**src/rtl/countdown_timer_ctrl_pkg.sv**
```systemverilog
// Shared definitions for the countdown timer controller.
//   - st_e        : FSM state encoding, also driven out on the state port
//   - ST_W        : width of the state encoding
//   - TICK_DIV_DEFAULT : clk cycles per tick for a 500 ms tick at 100 MHz
package countdown_timer_ctrl_pkg;

  localparam int ST_W             = 2;
  localparam int TICK_DIV_DEFAULT = 50_000_000;

  typedef enum logic [ST_W-1:0] {
    ST_IDLE    = 2'd0,
    ST_RUN     = 2'd1,
    ST_PAUSE   = 2'd2,
    ST_EXPIRED = 2'd3
  } st_e;

endpackage

```
**src/rtl/countdown_timer_ctrl_tick_prescaler.sv**
```systemverilog
// Prescaler producing a single-cycle tick enable every TICK_DIV clk cycles.
// The count holds while en is low, so a paused timer keeps its partial period.
// Ports:
//   clk   in   system clock, rising edge
//   rst   in   asynchronous reset, active-high
//   en    in   advance the prescaler this cycle
//   clr   in   force the prescaler back to the start of a period
//   wrap  out  combinational: the coming edge is a tick edge
//   tick  out  registered one-cycle pulse following each wrap
module tick_prescaler #(
  parameter int TICK_DIV = 4
) (
  input  logic clk,
  input  logic rst,
  input  logic en,
  input  logic clr,
  output logic wrap,
  output logic tick
);

  localparam int              PRE_W = $clog2(TICK_DIV);
  localparam logic [PRE_W-1:0] LAST = PRE_W'(TICK_DIV - 1);

  logic [PRE_W-1:0] r_pre_cnt;
  logic             r_tick;

  // The parent updates its counter on the same edge that tick rises, so it
  // needs the terminal-count condition ahead of the registered pulse.
  assign wrap = en && !clr && (r_pre_cnt == LAST);
  assign tick = r_tick;

  // NOTE: sequential state is written with non-blocking assignments so every
  // register samples the pre-edge values, independent of statement order.
  always_ff @(posedge clk or posedge rst) begin
    if (rst) begin
      r_pre_cnt <= '0;
      r_tick    <= 1'b0;
    end else begin
      r_tick <= 1'b0;
      if (clr) begin
        r_pre_cnt <= '0;
      end else if (wrap) begin
        r_pre_cnt <= '0;
        r_tick    <= 1'b1;
      end else if (en) begin
        r_pre_cnt <= r_pre_cnt + PRE_W'(1);
      end
    end
  end

endmodule

```
**src/rtl/countdown_timer_ctrl.sv**
```systemverilog
// Countdown timer controller: start/pause/resume/clear FSM around a prescaled
// timebase and a down-counter. Signals expiry with a done pulse and a blink
// output that toggles on every tick while expired.
// Ports:
//   clk        in   system clock, rising edge
//   rst        in   asynchronous reset, active-high
//   start      in   load-and-start, resume from pause, or restart after expiry
//   pause      in   freeze the count while running
//   clear      in   abort to IDLE
//   load_val   in   initial count, sampled only on an accepted load
//   tick       out  one-cycle pulse at each prescaler wrap
//   remaining  out  current count
//   state      out  FSM state (IDLE=0, RUN=1, PAUSE=2, EXPIRED=3)
//   busy       out  high in RUN or PAUSE
//   done       out  one-cycle pulse on entry to EXPIRED
//   blink      out  toggles on each tick while in EXPIRED
module countdown_timer_ctrl
  import countdown_timer_ctrl_pkg::*;
#(
  parameter int TICK_DIV = TICK_DIV_DEFAULT,
  parameter int CNT_W    = 16
) (
  input  logic             clk,
  input  logic             rst,
  input  logic             start,
  input  logic             pause,
  input  logic             clear,
  input  logic [CNT_W-1:0] load_val,
  output logic             tick,
  output logic [CNT_W-1:0] remaining,
  output logic [ST_W-1:0]  state,
  output logic             busy,
  output logic             done,
  output logic             blink
);

  st_e              r_state;
  logic [CNT_W-1:0] r_remaining;
  logic             r_busy;
  logic             r_done;
  logic             r_blink;

  logic w_load;
  logic w_pre_en;
  logic w_pre_clr;
  logic w_wrap;

  // clear > pause > start; a load is only accepted from IDLE or EXPIRED.
  assign w_load    = start && !pause && !clear &&
                     ((r_state == ST_IDLE) || (r_state == ST_EXPIRED));
  assign w_pre_en  = (r_state == ST_RUN) || (r_state == ST_EXPIRED);
  assign w_pre_clr = clear || w_load;

  tick_prescaler #(
    .TICK_DIV (TICK_DIV)
  ) u_tick_prescaler (
    .clk  (clk),
    .rst  (rst),
    .en   (w_pre_en),
    .clr  (w_pre_clr),
    .wrap (w_wrap),
    .tick (tick)
  );

  assign remaining = r_remaining;
  assign state     = r_state;
  assign busy      = r_busy;
  assign done      = r_done;
  assign blink     = r_blink;

  always_ff @(posedge clk or posedge rst) begin
    if (rst) begin
      r_state     <= ST_IDLE;
      r_remaining <= '0;
      r_busy      <= 1'b0;
      r_done      <= 1'b0;
      r_blink     <= 1'b0;
    end else begin
      // NOTE: done defaults low every cycle so it can only ever be a
      // single-cycle pulse; branches below override it on EXPIRED entry.
      r_done <= 1'b0;
      if (clear) begin
        r_state     <= ST_IDLE;
        r_remaining <= '0;
        r_busy      <= 1'b0;
        r_blink     <= 1'b0;
      end else begin
        case (r_state)
          ST_IDLE, ST_EXPIRED: begin
            if ((r_state == ST_EXPIRED) && w_wrap) begin
              r_blink <= ~r_blink;
            end
            // A load overrides the blink toggle above.
            if (w_load) begin
              r_blink <= 1'b0;
              if (load_val != '0) begin
                r_state     <= ST_RUN;
                r_remaining <= load_val;
                r_busy      <= 1'b1;
              end else begin
                r_state     <= ST_EXPIRED;
                r_remaining <= '0;
                r_busy      <= 1'b0;
                r_done      <= 1'b1;
              end
            end
          end
          ST_RUN: begin
            // The decrement on a tick edge takes precedence over pause, so
            // reaching zero lands in EXPIRED even with pause asserted.
            if (w_wrap && (r_remaining != '0)) begin
              if (r_remaining == CNT_W'(1)) begin
                r_remaining <= '0;
                r_state     <= ST_EXPIRED;
                r_busy      <= 1'b0;
                r_done      <= 1'b1;
              end else begin
                r_remaining <= r_remaining - CNT_W'(1);
                if (pause) begin
                  r_state <= ST_PAUSE;
                end
              end
            end else if (pause) begin
              r_state <= ST_PAUSE;
            end
          end
          ST_PAUSE: begin
            if (start && !pause) begin
              r_state <= ST_RUN;
            end
          end
          default: begin
            r_state <= ST_IDLE;
            r_busy  <= 1'b0;
          end
        endcase
      end
    end
  end

endmodule

```
**config.mk**
```make
export PLATFORM = sky130hd
export DESIGN_NAME = countdown_timer_ctrl
export DESIGN_NICKNAME = d
export VERILOG_FILES = /design/src/rtl/countdown_timer_ctrl_pkg.sv /design/src/rtl/countdown_timer_ctrl_tick_prescaler.sv /design/src/rtl/countdown_timer_ctrl.sv
export SDC_FILE = /design/constraint.sdc
export NUM_CORES = 1
export LEC_CHECK = 0
export ABC_AREA = 0
export BUFFER_PORTS_ARGS = -buffer_cell sky130_fd_sc_hd__buf_2
export CORE_MARGIN = 3
export CORE_UTILIZATION = 45
export CTS_BUF_LIST = sky130_fd_sc_hd__clkbuf_4 sky130_fd_sc_hd__clkbuf_8
export CTS_CLUSTER_DIAMETER = 200
export DETAILED_ROUTE_END_ITERATION = 8
export PLACE_DENSITY = 0.66
export SYNTH_ARGS = -nofsm -noshare
export SYNTH_HDL_FRONTEND = slang
export SYNTH_SLANG_ARGS = --single-unit
```
**constraint.sdc**
```tcl
create_clock -name clk -period 3.05 [get_ports clk]
set_clock_uncertainty 0.15 [all_clocks]
set_input_delay 0.4575 -clock clk [delete_from_list [all_inputs] [get_ports clk]]
set_output_delay 0.4575 -clock clk [all_outputs]
set_load 0.005 [all_outputs]
```
# == After elaboration in Yosys (flattened, before gate mapping) ==
# Index checks and enable logic that the tools add are counted.
# op_classes
n_addsub,2
n_mul,0
div_mod_pow,0
magnitude_cmp,0
eq_ne,9
shifts,0
muxes,35
bitwise_logic,1
reduce_logical,25
# op_table
cell,n
16-bit 2-to-1 mux,5
26-bit 2-to-1 mux,3
16-bit case mux with 2 select lines,1
16-bit nonzero test,2
26-bit by 1-bit adder with 26-bit output (second input constant),1
26-bit == test (second input constant),1
16-bit by 1-bit == test with 1-bit output (second input constant),1
1-bit 2-to-1 mux,16
16-bit by 1-bit subtractor with 16-bit output (second input constant),1
2-bit 2-to-1 mux,7
3-bit nonzero test,3
1-bit logical AND,7
3-bit by 2-bit != test with 1-bit output (second input constant),2
3-bit != test (second input constant),2
2-bit case mux with 3 select lines,1
2-bit == test (second input constant),2
1-bit case mux with 2 select lines,2
2-bit AND reduction,2
4-bit AND reduction,1
1-bit zero test,3
1-bit logical OR,3
3-bit AND reduction,1
2-bit by 1-bit == test with 1-bit output (second input constant),1
2-bit zero test,1
3 further kinds,3
# word_totals
regBits,48
latch_bits,0
ramBits,0
romBits,0
input_bits,21
output_inout_bits,22
wordCells,79
n_memories,0

# == Depth between registers and ports, before layout ==
# logic_depth
ltp_word,13
depth_mapped,10

# == By module ==
# Synthesis repeated with hierarchy kept, for this count alone.
# unflattened
cells_unflattened,377
hier_area_um2,3264.4
# modules_own_cells
module,instances,cells_each,area_each_um2,seq_area_each_um2
tick_prescaler,1,188,1639.1,675.6
countdown_timer_ctrl,1,189,1625.3,525.5

# == Worst setup path after synthesis ==
# OpenSTA, ideal clock, no wires.
# synth_path
path_kind,reg2reg
startpoint,register r_state[0] (netlist: state[0])
endpoint,register u_tick_prescaler.r_pre_cnt[24]
setup_time_ns,0.079
arrival_ns,2.091
required_time_ns,2.821
setup_slack_ns,0.730
stages_incl_launch_ff,9
synth_period_minus_slack_ns,2.320
cell_sequence,dfrtp_1 -> inv_1 -> ha_1 -> and3b_1 -> or3_1 -> nor2_1 -> clkbuf_1 -> o21ai_0 -> a2bb2oi_1
# synth_via
elab_chain_len,9
elab_cells_between_ends,13
classes_between,2 x eq/ne; 2 x mux; 9 x reduce/logical
# synth_rtl
item,line_no,text
start: declaration,countdown_timer_ctrl.sv:37,st_e r_state;
start signal: assignment,countdown_timer_ctrl.sv:73,r_state <= ST_IDLE;
start signal: assignment,countdown_timer_ctrl.sv:83,r_state <= ST_IDLE;
start signal: assignment,countdown_timer_ctrl.sv:97,r_state <= ST_RUN;
2-bit == test or 2-bit zero test (tied branches),"countdown_timer_ctrl.sv:50, countdown_timer_ctrl.sv:51",
1-bit logical OR,countdown_timer_ctrl.sv:50,((r_state == ST_IDLE) || (r_state == ST_EXPIRED));
1-bit logical AND,countdown_timer_ctrl.sv:49,assign w_load = start && !pause && !clear &&
1-bit logical OR,countdown_timer_ctrl.sv:52,assign w_pre_clr = clear || w_load;
1-bit zero test,countdown_timer_ctrl_tick_prescaler.sv:29,assign wrap = en && !clr && (r_pre_cnt == LAST);
1-bit logical AND (2 in series),countdown_timer_ctrl_tick_prescaler.sv:29,
26-bit 2-to-1 mux,countdown_timer_ctrl_tick_prescaler.sv:42,end else if (wrap) begin
26-bit 2-to-1 mux,countdown_timer_ctrl_tick_prescaler.sv:40,if (clr) begin
end signal: assignment,countdown_timer_ctrl_tick_prescaler.sv:46,r_pre_cnt <= r_pre_cnt + PRE_W'(1);
end: declaration,countdown_timer_ctrl_tick_prescaler.sv:24,logic [PRE_W-1:0] r_pre_cnt;
# Several ways; a longest one is shown, not always the timed one.
# A chain may end at the register's enable or synchronous reset.

# == Worst setup path after layout ==
# layout_path
startpoint,register r_remaining[8] (netlist: remaining[8])
endpoint,register r_busy (netlist: busy)
# layout_via
elab_chain_len,4
elab_cells_between_ends,6
classes_between,3 x eq/ne; 3 x reduce/logical
# layout_rtl
item,line_no,text
start: declaration,countdown_timer_ctrl.sv:38,logic [CNT_W-1:0] r_remaining;
start signal: assignment,countdown_timer_ctrl.sv:98,r_remaining <= load_val;
start signal: assignment,countdown_timer_ctrl.sv:118,r_remaining <= r_remaining - CNT_W'(1);
16-bit nonzero test,countdown_timer_ctrl.sv:111,if (w_wrap && (r_remaining != '0)) begin
1-bit logical AND,countdown_timer_ctrl.sv:111,
3-bit by 2-bit != test with 1-bit output (no line),n/a,
4-bit AND reduction (no line) (*),n/a,
end signal: assignment,countdown_timer_ctrl.sv:103,r_busy <= 1'b0;
end signal: assignment,countdown_timer_ctrl.sv:115,r_busy <= 1'b0;
end signal: assignment,countdown_timer_ctrl.sv:134,r_busy <= 1'b0;
end: declaration,countdown_timer_ctrl.sv:39,logic r_busy;
# Every way passes the cells marked *; elsewhere a longest branch is shown, timed or not.

==> summary.md <==
| Metric | Value |
|---|---|
| Status | `complete, no violations` |
| DRT antenna net count | `0` |
| Die Span Y | `88.1 microns` |
| H-tree Lvls | `2` |
| Initial antenna violation count | `0` |
| Post-layout min period | `2.62 ns` |
| Cell with the most instances after synthesis | `dfrtp_1` |
| Placed insts | `464` |
| Rel. slew slack | `0.611` |
| Slew Limit Fails | `0` |
| Critical Path Start Type | `flip-flop` |
| Gpl congestion | `0.888` |
| First-pass GRT wire length | `12.4 mm` |
| Root Buffer | `clkbuf_8` |
| Worst reg2reg startpoint | `remaining[8]` |
| Net Sw Power | `0.904 mW` |
| Commonest register cell after synthesis | `dfrtp_1` |
| Synth top area cells | `dfrtp_1, o21ai_0, nor2_1` |
| Row cnt | `29` |
| Die W | `88.1 microns` |
| Cell leakage power | `1.50 nW` |
| Largest net degree at the start of global routing | `28` |
| RSZ-0062 raised after global routing | `false` |
| Total Negative Setup Slacks | `0 ns` |
| Number of enable flip-flop cells after synthesis | `0` |
| Sequential fraction of the synthesis area | `0.396` |
| CP Launch Point | `remaining[8]` |
| Ant diodes | `0` |
| Worst Path Arrival | `2.70 ns` |
| Via Count | `2871` |
| P per Cell Area | `623 nW/um^2` |
| Synth top area share | `0.396` |
| Drt via density | `6.08` |
| Critical Path RT | `3.12 ns` |
| Port Buffers | `42` |
| Worst vdd rail ir drop | `222 uV` |
| Max Clk Rate | `381 MHz` |
| Synth Cell Area | `3030 sq um` |
| # resized after CTS | `0` |
| FILL cells | `601` |
| WL/cell | `15.8 microns` |
| Setup crit end kind | `flip-flop` |
| Biggest area consumer among synthesized cells | `dfrtp_1` |
| Worst r2r path cells | `7` |
| Final Hold Vio Count | `0` |
| Initial DRC Count | `175` |
| Ys async rst share | `1.00` |
| Synth Instances | `352` |
| Worst-Margin Slew | `0.579 ns` |
| Vias in the first global route | `2589` |
| Core area | `6420 sq um` |
| Cts bufs inserted | `5` |
| R2R Path End | `busy` |
| Crit Path Class | `reg2reg` |
| Sw Ratio | `0.421` |
| Max Root-Sink Buffers | `2` |
| Final setup violating endpoints | `0` |
| Yosys cell types | `52` |
| Layout cells sized above 1 | `0.203` |
| CTS sink cnt | `48` |
| Ports | `43` |
| Tot Pwr | `2.15 mW` |
| Flop-to-flop setup slack | `0.43 ns` |
| Hpwl dp | `5.33 mm` |
| Hold Crit Class | `in2async` |
| P&R area growth vs syn | `13.5%` |
| Post-CTS Hold Fix Bufs | `0` |
| Die Area | `7760 sq um` |
| Share of power burned in registers | `0.380` |
| Fin cells | `472` |
| Final nets | `422` |
| Synth Area per Inst | `8.62 sq um` |
| Ys Warns | `0` |
| Internal power | `1.24 mW` |
| Clock transition at the registers of the reported paths | `0.09 ns` |
| Worst-path fanout max | `27` |
| Postcts setup bufs | `0` |
| Worst hold slack | `0.0347 ns` |
| Clock power share | `0.185` |
| Drt pass-1 iters | `4` |
| GRT Overall Usage | `0.198` |
| Final Cycle Share | `0.860` |
| Clk_lat worst skew | `0.30 ns` |
| Commonest cells post-synth | `dfrtp_1, o21ai_0, nor2_1` |
| Maxcap violations | `0` |
| Comb power frac | `0.435` |
| Synth Register Bits | `48` |
| Initial Util | `0.472` |
| DRC | `0` |
| Routed WL | `7.44 mm` |
| Post-Syn Nets | `380` |
| CTS tree | `built` |
| Congestion Overflow GR | `0` |
-- worst max path at each step --
stage                     cells after the start  slack [ns]                              to
final                                         7        0.43                            busy
after global routing                          7        0.19                   remaining[14]
after CTS                                     7        0.48                            busy
after detailed placement                      7        0.49                            busy
after global placement                        7        0.50                            busy
after floorplan                               8        0.73  u_tick_prescaler.r_pre_cnt[24]
-- sequential cells by signal, summed over array words and instances (netlist names) --
register,cells
u_tick_prescaler.r_pre_cnt,26
remaining,16
state,2
blink,1
busy,1
done,1
u_tick_prescaler.tick,1
-- worst max-delay path: stages (launching register included) --
cell and delay, ns:
dfrtp_1 0.48, nor3_1 0.42, nand2b_1 0.25, o31a_1 0.39, a311oi_4 0.29, buf_4 0.34, o21ai_0 0.14, o21ai_0 0.09
-- area by class of cell --
class,count,area [sq um],share of cell area
clock inverters,2,10.0,0.00291
clock buffers,6,82.6,0.0240
flip-flops and latches,48,1200,0.349
inverters,13,48.8,0.0142
repair buffers,51,290,0.0843
multi-input cells,275,1710,0.498
well taps,77,96.3,0.0280
-- logic make-up (layout without fill, tap and decap cells) --
| kind of cell | count (synthesis) | count (layout) | synth area share |
|---|---|---|---|
| buffers and inverters | 29 | 72 | 0.0421 |
| adder cells (fa/ha/maj) | 7 | 7 | 0.0289 |
| XOR/XNOR | 5 | 5 | 0.0144 |
| AO/OA/AOI/OAI | 119 | 119 | 0.249 |
| multiplexers | 1 | 1 | 0.00330 |
| AND/OR/NAND/NOR | 143 | 143 | 0.266 |
| flip-flops | 48 | 48 | 0.396 |
-- through the flow --
stage / setup WS (ns) / utilization / cell area (sq um)
after global routing: 0.192 / 0.536 / 3440
after CTS: 0.479 / 0.536 / 3440
after detailed placement: 0.489 / 0.522 / 3350
final: 0.426 / 0.536 / 3440
after floorplan: 0.730 / - / 3030
after global placement: 0.502 / 0.522 / 3350
-- layer usage --
metal  part of all wire  wire (microns)  vias up  track usage
met2               0.47            3470       71        0.297
met4             0.0042              31        0       0.0440
met3              0.037             275        2       0.0339
li1                   -               -     1418            -
met5                  0               0        -            0
met1               0.49            3670     1380        0.298
-- power groups by stage --
stage / sequential [mW] / clock, mW / combinational, mW
2_1_floorplan: 0.816 / 0 / 0.641
3_3_place_gp: 0.824 / 0 / 0.917
3_5_place_dp: 0.824 / 0 / 0.930
4_1_cts: 0.813 / 0.414 / 0.932
5_1_grt: 0.828 / 0.438 / 1.05
6_report: 0.815 / 0.398 / 0.933
-- cell usage in the layout, fill, tap and decap left out, drive strengths merged, types with 2 or more instances in the layout --
cell type,count
clkbuf,6
a31oi,7
nor4b,4
or3,5
buf,51
nor2,30
nand3,17
xor2,5
nor3,17
nor4,14
and3,7
o21ai,61
nand2b,3
nand4,11
o22ai,3
nand2,22
o31ai,7
nor2b,5
ha,7
dfrtp,48
a211oi,4
a32oi,7
inv,13
o41ai,2
a21oi,20
and4,2
clkinv,2
or2,2
No activity file was read; power rests on OpenSTA's default activity.
